--- src/rtl/mem_wb_pipe.sv ---
// EX/MEM and MEM/WB pipeline registers with a req/ack data-memory access FSM.
// Optional feature macro: MEM_MISALIGN_CHECK_EN (misaligned accesses become faults).
module mem_wb_pipe (
  input  logic        clk,
  input  logic        reset,
  input  logic [31:0] ALUResult_ex,
  input  logic [31:0] MemWriteData_ex,
  input  logic [4:0]  rdAddr_ex,
  input  logic        RegWrite_ex,
  input  logic        MemRead_ex,
  input  logic        MemWrite_ex,
  input  logic        MemtoReg_ex,
  input  logic [2:0]  funct3_ex,
  input  logic        flush_ex,
  output logic        dmem_req,
  output logic        dmem_we,
  output logic [31:0] dmem_addr,
  output logic [3:0]  dmem_be,
  output logic [31:0] dmem_wdata,
  input  logic        dmem_ack,
  input  logic [31:0] dmem_rdata,
  output logic [31:0] ALUResult_mem,
  output logic [4:0]  rdAddr_mem,
  output logic        RegWrite_mem,
  output logic [31:0] RegWriteData_wb,
  output logic [4:0]  rdAddr_wb,
  output logic        RegWrite_wb,
  output logic        mem_stall,
  output logic        misalign_mem
);

  typedef enum logic [0:0] {ST_IDLE = 1'b0, ST_WAIT = 1'b1} state_t;

  state_t      state_r, state_nxt_s;
  logic [31:0] alu_r, store_data_r, wb_data_r;
  logic [4:0]  rd_r, rd_wb_r;
  logic [2:0]  funct3_r;
  logic        regwrite_r, memread_r, memwrite_r, memtoreg_r, misalign_r, regwrite_wb_r;
  logic        memop_s, mem_stall_s, dmem_req_s, misalign_ex_s;

  function automatic logic [31:0] load_extract(input logic [2:0] f3, input logic [1:0] a,
                                               input logic [31:0] w);
    logic [7:0]  b;
    logic [15:0] h;
    case (a)
      2'b00:   b = w[7:0];
      2'b01:   b = w[15:8];
      2'b10:   b = w[23:16];
      default: b = w[31:24];
    endcase
    h = a[1] ? w[31:16] : w[15:0];
    case (f3)
      3'b000:  load_extract = {{24{b[7]}}, b};
      3'b001:  load_extract = {{16{h[15]}}, h};
      3'b100:  load_extract = {24'd0, b};
      3'b101:  load_extract = {16'd0, h};
      default: load_extract = w;
    endcase
  endfunction

  function automatic logic [3:0] store_be(input logic [1:0] size, input logic [1:0] a);
    case (size)
      2'b00:   store_be = 4'b0001 << a;
      2'b01:   store_be = a[1] ? 4'b1100 : 4'b0011;
      default: store_be = 4'b1111;
    endcase
  endfunction

  function automatic logic [31:0] store_lanes(input logic [1:0] size, input logic [31:0] d);
    case (size)
      2'b00:   store_lanes = {4{d[7:0]}};
      2'b01:   store_lanes = {2{d[15:0]}};
      default: store_lanes = d;
    endcase
  endfunction

`ifdef MEM_MISALIGN_CHECK_EN
  function automatic logic is_misaligned(input logic [1:0] size, input logic [1:0] a);
    case (size)
      2'b01:   is_misaligned = a[0];
      2'b10:   is_misaligned = (a != 2'b00);
      default: is_misaligned = 1'b0;
    endcase
  endfunction

  assign misalign_ex_s = (MemRead_ex | MemWrite_ex) & ~flush_ex &
                         is_misaligned(funct3_ex[1:0], ALUResult_ex[1:0]);
`else
  assign misalign_ex_s = 1'b0;
`endif

  assign memop_s     = memread_r | memwrite_r;
  assign mem_stall_s = memop_s & ~dmem_ack;

  // EX/MEM register: a faulted access enters as a bubble with only the fault flag set
  always_ff @(posedge clk) begin
    if (reset) begin
      alu_r <= 32'd0;  store_data_r <= 32'd0;  rd_r <= 5'd0;  funct3_r <= 3'd0;
      regwrite_r <= 1'b0;  memread_r <= 1'b0;  memwrite_r <= 1'b0;
      memtoreg_r <= 1'b0;  misalign_r <= 1'b0;
    end else if (!mem_stall_s) begin
      alu_r        <= ALUResult_ex;
      store_data_r <= MemWriteData_ex;
      rd_r         <= rdAddr_ex;
      funct3_r     <= funct3_ex;
      memtoreg_r   <= MemtoReg_ex;
      misalign_r   <= misalign_ex_s;
      if (flush_ex || misalign_ex_s) begin
        regwrite_r <= 1'b0;  memread_r <= 1'b0;  memwrite_r <= 1'b0;
      end else begin
        regwrite_r <= RegWrite_ex;  memread_r <= MemRead_ex;  memwrite_r <= MemWrite_ex;
      end
    end
  end

  // Access FSM state register
  always_ff @(posedge clk) begin
    if (reset) state_r <= ST_IDLE;
    else       state_r <= state_nxt_s;
  end

  // Access FSM next state and request
  always_comb begin
    state_nxt_s = state_r;
    dmem_req_s  = 1'b0;
    case (state_r)
      ST_IDLE: begin
        dmem_req_s = memop_s;
        if (memop_s && !dmem_ack) state_nxt_s = ST_WAIT;
        else                      state_nxt_s = ST_IDLE;
      end
      ST_WAIT: begin
        dmem_req_s = 1'b1;
        if (dmem_ack) state_nxt_s = ST_IDLE;
        else          state_nxt_s = ST_WAIT;
      end
      default: begin
        state_nxt_s = ST_IDLE;
        dmem_req_s  = 1'b0;
      end
    endcase
  end

  // MEM/WB register: a stalled cycle retires nothing; load data is captured on the ack edge
  always_ff @(posedge clk) begin
    if (reset) begin
      wb_data_r <= 32'd0;  rd_wb_r <= 5'd0;  regwrite_wb_r <= 1'b0;
    end else if (mem_stall_s) begin
      regwrite_wb_r <= 1'b0;
    end else begin
      regwrite_wb_r <= regwrite_r;
      rd_wb_r       <= rd_r;
      wb_data_r     <= (memtoreg_r && memread_r) ?
                       load_extract(funct3_r, alu_r[1:0], dmem_rdata) : alu_r;
    end
  end

  assign dmem_req        = dmem_req_s;
  assign dmem_we         = memwrite_r;
  assign dmem_addr       = memop_s ? {alu_r[31:2], 2'b00} : 32'd0;
  assign dmem_be         = memwrite_r ? store_be(funct3_r[1:0], alu_r[1:0]) :
                           (memread_r ? 4'b1111 : 4'b0000);
  assign dmem_wdata      = memwrite_r ? store_lanes(funct3_r[1:0], store_data_r) : 32'd0;
  assign ALUResult_mem   = alu_r;
  assign rdAddr_mem      = rd_r;
  assign RegWrite_mem    = regwrite_r;
  assign RegWriteData_wb = wb_data_r;
  assign rdAddr_wb       = rd_wb_r;
  assign RegWrite_wb     = regwrite_wb_r;
  assign mem_stall       = mem_stall_s;
  assign misalign_mem    = misalign_r;

endmodule

--- config.mk ---
export PLATFORM = sky130hd
export DESIGN_NAME = mem_wb_pipe
export DESIGN_NICKNAME = d
export VERILOG_FILES = /design/src/rtl/mem_wb_pipe.sv
export SDC_FILE = /design/constraint.sdc
export NUM_CORES = 1
export LEC_CHECK = 0
export ABC_AREA = 1
export CELL_PAD_IN_SITES_DETAIL_PLACEMENT = 2
export CELL_PAD_IN_SITES_GLOBAL_PLACEMENT = 2
export CORE_AREA = 2 2 164 166
export CTS_BUF_LIST = sky130_fd_sc_hd__clkbuf_16
export DETAILED_ROUTE_END_ITERATION = 12
export DIE_AREA = 0 0 166 168
export HOLD_SLACK_MARGIN = 0.05
export PLACE_DENSITY = 0.77
export SYNTH_ARGS = -nofsm -noshare
export SYNTH_HDL_FRONTEND = slang
export SYNTH_SLANG_ARGS = --single-unit
--- constraint.sdc ---
create_clock -name clk -period 1.7 [get_ports clk]
set_input_delay 0.34 -clock clk [delete_from_list [all_inputs] [get_ports clk]]
set_output_delay 0.34 -clock clk [all_outputs]
set_load 0.1 [all_outputs]
# Word-level counts from Yosys, hierarchy flattened
# Cells that the tools add are included.
[word_totals]
register_bits = 115
input_bits = 112
output_inout_bits = 148
wordCells = 48
[classes]
eq_ne = 6
n_shift = 1
muxes = 18
n_bitwise = 4
n_reduce_logical = 7
[op_table]
columns = ["cell", "count"]
rows = [
  ["32-bit case mux with 4 select lines", 1],
  ["32-bit 2-to-1 mux", 3],
  ["32-bit case mux with 2 select lines", 1],
  ["8-bit case mux with 3 select lines", 1],
  ["16-bit 2-to-1 mux", 1],
  ["4-bit 2-to-1 mux", 3],
  ["4-bit case mux with 2 select lines", 1],
  ["3-bit == test (second input constant)", 2],
  ["1-bit 2-to-1 mux", 5],
  ["2-bit by 1-bit == test with 1-bit output (second input constant)", 2],
  ["2-bit zero test", 2],
  ["1-bit case mux with 2 select lines", 2],
  ["1-bit by 2-bit left shift with 4-bit output (first input constant)", 1],
  ["3-bit by 1-bit == test with 1-bit output (second input constant)", 1],
  ["3-bit zero test", 1],
  ["2-bit == test (second input constant)", 1],
  ["1-bit logical AND", 2],
  ["1-bit NOT", 2],
  ["2-bit OR reduction", 1],
  ["1-bit bitwise AND", 1],
  ["1-bit zero test", 1],
  ["1-bit bitwise OR", 1],
]

# Longest topological paths before layout
[depth]
depth_word = 4
ltp_mapped = 9
mapped_depth_nobuf = 8

# Least setup slack after synthesis
# Ideal clock, no wire load.
[synth_path]
kind = "register -> output"
start = "register memwrite_r, in the netlist dmem_we"
end = "output port dmem_wdata[30]"
arrival_ns = 3.875
required_time_ns = 1.360
path_slack_ns = -2.515
path_stages_with_launch = 5
n_path_buf = 2
cell_sequence = "dfxtp_1 > buf_2 > buf_1 > o21ai_0 > a221oi_1"
[synth_via]
elab_chain_cells = 1
[synth_rtl]
columns = ["item", "line_no", "source"]
rows = [
  ["start, declared", "38", "logic regwrite_r, memread_r, memwrite_r, memtoreg_r, misalign_r, regwrite_wb_r;"],
  ["start signal, assigned", "111", "regwrite_r <= RegWrite_ex; memread_r <= MemRead_ex; memwrite_r <= MemWrite_ex;"],
  ["32-bit 2-to-1 mux", "163", "assign dmem_wdata = memwrite_r ? store_lanes(funct3_r[1:0], store_data_r) : 32'd0;"],
  ["end, declared", "19", "output logic [31:0] dmem_wdata,"],
]
# Every way passes these cells.

# Final worst setup path
[layout_path]
start = "register memwrite_r, in the netlist dmem_we"
end = "output port dmem_addr[8]"
[layout_via]
elab_chain_cells = 2
[layout_rtl]
columns = ["item", "line_no", "source"]
rows = [
  ["1-bit bitwise OR", "92", "assign memop_s = memread_r | memwrite_r;"],
  ["32-bit 2-to-1 mux", "160", "assign dmem_addr = memop_s ? {alu_r[31:2], 2'b00} : 32'd0;"],
  ["end, declared", "17", "output logic [31:0] dmem_addr,"],
]
# Every way passes these cells.

==> impl_summary.txt <==
----------------------------------------------------
[Run status]
  Result of the run ... finished with violations
  Violations in the final reports ... setup timing

[STA]
  Final slew viol count ... 0
  Final setup violation count ... 176
  Min Hold Slack ... 473 ps
  Worst setup slack after layout ... -407 ps
  Setup TNS ... -36900 ps
  Unrepaired setup endpoints after global routing ... true
  Post-layout minimum cycle time ... 2110 ps
  Fin. Hold Viols ... 0
  Part of the cycle the worst path needs ... 124%
  Achievable clock frequency ... 475 MHz
  Final setup skew ... 11.3 ps

[Floorplan]
  Core Area ... 26400 um^2
  Die outline area ... 27900 um^2
  Die outline height ... 168 um
  Initial core utilization ... 20.6%
  # IOs ... 260
  Std-Cell Rows ... 60
  Chip Width ... 166 um

[Final layout]
  # fillers ... 2503
  Final Net Count ... 1229
  Layout cell share with drive strength beyond 1 ... 53.1%
  Final instance area ... 13800 um^2
  Combined flip-flop and latch cell area ... 2360 um^2
  Area of the multi-input gates ... 4250 um^2
  Area overhead of the layout relative to synthesis ... 154%

[Job]
  Total of max-cap violations ... 0

[Global routing]
  Number of global-route vias before repair ... 7914
  Pin count of the biggest net entering global routing ... 48
  GR met3 Demand/Resource ... 5.71%
  Total congestion overflow ... 0
  Most congested layer reported by global routing ... met2
  Initial antenna violation count ... 3
  Met1 Use GR ... 25.4%
  First-pass GRT wire length ... 49.0 mm
  Fraction of met2 tracks used by global routing ... 42.0%
  Total track usage ... 22.8%

[Synthesis]
  Post-synthesis cell type count ... 31
  Post-synthesis instance total ... 788
  Largest cells by area after synthesis ... sky130_fd_sc_hd__dfxtp_1 42%, sky130_fd_sc_hd__o21ai_0 9.4%, sky130_fd_sc_hd__nand2_1 9.0%
  Number of warning messages in the yosys log ... 0
  Number of enable-type register cells in the synthesized netlist ... 0
  Most frequently used flop master after synthesis ... sky130_fd_sc_hd__dfxtp_1
  Portion of synthesized cell area occupied by the leading cell type ... 42.4%
  Proportion of synthesized chip area in sequential cells ... 42.4%
  Count leader, synth ... sky130_fd_sc_hd__nand2_1
  Post-Synthesis Cell Area ... 5430 um^2
  Top cells by count, synth ... 130 x sky130_fd_sc_hd__nand2_1, 115 x sky130_fd_sc_hd__dfxtp_1, 102 x sky130_fd_sc_hd__o21ai_0, 93 x sky130_fd_sc_hd__a21oi_1, 81 x sky130_fd_sc_hd__inv_1
  Dominant cell type by area after synthesis ... sky130_fd_sc_hd__dfxtp_1
  Async set-or-reset flop fraction in the synthesized netlist ... 0%
  Seq cells post-synth ... 115
  Synthesized area per cell ... 6.90 um^2

[Critical path]
  Data arrival time of the critical path ... 1770 ps
  Category of the worst setup path launch point ... flop
  Class of the most critical setup path ... flop to output port
  Type of element capturing the critical path ... output port
  Data required time at the worst endpoint ... 1360 ps
  Largest driver fanout on the critical path ... 6

[Routing]
  Number of vias per cell ... 5.09
  Vias ... 7503
  Wire per inst ... 30.2 um
  Drt first-iter violations ... 388
  Routed Antenna Nets ... 0
  DRC violation count after routing ... 0
  Count of TritonRoute iterations in the first routing pass ... 4
  Drt total wl ... 44.4 mm

[Clock network]
  Clock tree root buffer cell ... sky130_fd_sc_hd__clkbuf_16
  TritonCTS sink count ... 115
  Clock slew seen by the registers of the worst setup and hold paths ... 70 ps
  Clk buf depth ... 2
  Inserted Clock Buffers ... 17
  TritonCTS clock tree ... done
  H-tree depth ... 4
  Clock latency reported for the late side of the worst-skew pair ... 440 ps

[Power]
  Max rail drop VDD ... 0.526 mV
  Static leakage ... 0.00551 uW
  Pwr dens ... 981 nW/um^2
  Total design power ... 13600 uW

[Placement]
  Number of I/O port buffers ... 256
  Post-detailed-placement half-perimeter wirelength ... 22.2 mm
  Final weighted congestion in routability-driven placement ... 0.822
  Total cell area at the placement stage ... 10900 um^2

[Worst hold path]
  Path type of the worst min-delay path ... primary input to flop

----------------------------------------------------
## path summary, 6_finish.rpt
path / slack [ps] / startpoint / cells after the start / to
hold reg to reg: 520 / RegWriteData_wb[5] / 2 / RegWriteData_wb[5]
setup / recovery: -410 / dmem_we / 6 / dmem_addr[8]
setup reg to reg: -300 / dmem_we / 10 / RegWriteData_wb[6]
hold / removal: 470 / MemWriteData_ex[1] / 3 / store_data_r[1]
## cell families after synthesis
| logic type | count (synthesis) | synth area share, % |
|---|---|---|
| DFF | 115 | 42.4 |
| AOI/OAI and AO/OA | 237 | 23.7 |
| other | 1 | 0.0690 |
| buffers and inverters | 149 | 11.5 |
| and+or+nand+nor | 286 | 22.4 |
## registers in the layout, indices dropped and copies added, names as in the netlist
register         cells
ALUResult_mem       32
RegWriteData_wb     32
store_data_r        32
rdAddr_mem           5
rdAddr_wb            5
funct3_r             3
RegWrite_mem         1
RegWrite_wb          1
dmem_we              1
memread_r            1
memtoreg_r           1
state_r              1
## report_power, final
part | internal [uW] | switching [uW]
registers | 2940 | 329
clock network | 2620 | 1670
logic | 2220 | 3780
## repair_timing
item                       in CTS  in global routing
pin swaps                      16                 28
cloned                          3                 25
setup endpoints to repair      74                155
hold buffers                    0                  0
setup buffers                  26                 18
resized for setup              63                330
## layer usage
layer / vias to the layer above / share of wire [%]
met5: - / 0.029
met4: 2 / 4.4
met3: 91 / 4.4
met2: 286 / 54
met1: 3834 / 37
li1: 3290 / -
## cell type report
cell class                 instances  area share (%)
clock buffer                      17            3.08
clock inverter                    15            1.68
antenna                            2          0.0362
multi-input combinational        527            30.7
inverter                          86            2.80
tap                              341            3.09
timing repair buffer             370            41.5
sequential                       115            17.1
## layout by cell type (no fill, tap or decap), types with 7 or more instances in the layout
| master | netlist | final |
|---|---|---|
| sky130_fd_sc_hd__nand2_1 | 130 | 90 |
| sky130_fd_sc_hd__dfxtp_1 | 115 | 79 |
| sky130_fd_sc_hd__clkdlybuf4s50_1 | 0 | 111 |
| sky130_fd_sc_hd__o21ai_4 | 0 | 23 |
| sky130_fd_sc_hd__buf_4 | 4 | 31 |
| sky130_fd_sc_hd__a211oi_1 | 21 | 15 |
| sky130_fd_sc_hd__nand2_4 | 1 | 20 |
| sky130_fd_sc_hd__nor2_4 | 1 | 33 |
| sky130_fd_sc_hd__nand3_4 | 0 | 11 |
| sky130_fd_sc_hd__a221oi_4 | 0 | 7 |
| sky130_fd_sc_hd__clkinvlp_4 | 0 | 11 |
| sky130_fd_sc_hd__nor2_1 | 67 | 32 |
| sky130_fd_sc_hd__buf_12 | 0 | 175 |
| sky130_fd_sc_hd__a21oi_1 | 93 | 50 |
| sky130_fd_sc_hd__buf_8 | 0 | 9 |
| sky130_fd_sc_hd__o21ai_2 | 0 | 44 |
| sky130_fd_sc_hd__clkbuf_16 | 0 | 33 |
| sky130_fd_sc_hd__o21ai_1 | 5 | 35 |
| sky130_fd_sc_hd__a21oi_4 | 0 | 17 |
| sky130_fd_sc_hd__dfxtp_2 | 0 | 31 |
| sky130_fd_sc_hd__nand3_1 | 80 | 31 |
| sky130_fd_sc_hd__nand2_2 | 2 | 20 |
| sky130_fd_sc_hd__nand3_2 | 2 | 40 |
| sky130_fd_sc_hd__a21oi_2 | 1 | 27 |
| sky130_fd_sc_hd__buf_6 | 3 | 26 |
| sky130_fd_sc_hd__inv_1 | 81 | 71 |
## stage by stage
| step | setup slack (ps) | cells | utilization [%] |
|---|---|---|---|
| 3_5_place_dp | -175 | 1376 | 41.5 |
| 2_1_floorplan | -366 | 790 | - |
| 6_report | -407 | 1473 | 52.4 |
| 3_3_place_gp | -43.5 | 1376 | 41.5 |
| 5_1_grt | -429 | 1473 | 52.4 |
| 4_1_cts | -353 | 1434 | 45.9 |
## critical path, cell delays in order (launching register included)
cell and delay [ps]:
sky130_fd_sc_hd__dfxtp_4 380, sky130_fd_sc_hd__buf_8 150, sky130_fd_sc_hd__nor2_4 240, sky130_fd_sc_hd__clkbuf_16 230, sky130_fd_sc_hd__buf_12 120, sky130_fd_sc_hd__nor2_4 40, sky130_fd_sc_hd__buf_12 160
(Power assumes the default switching activity.)
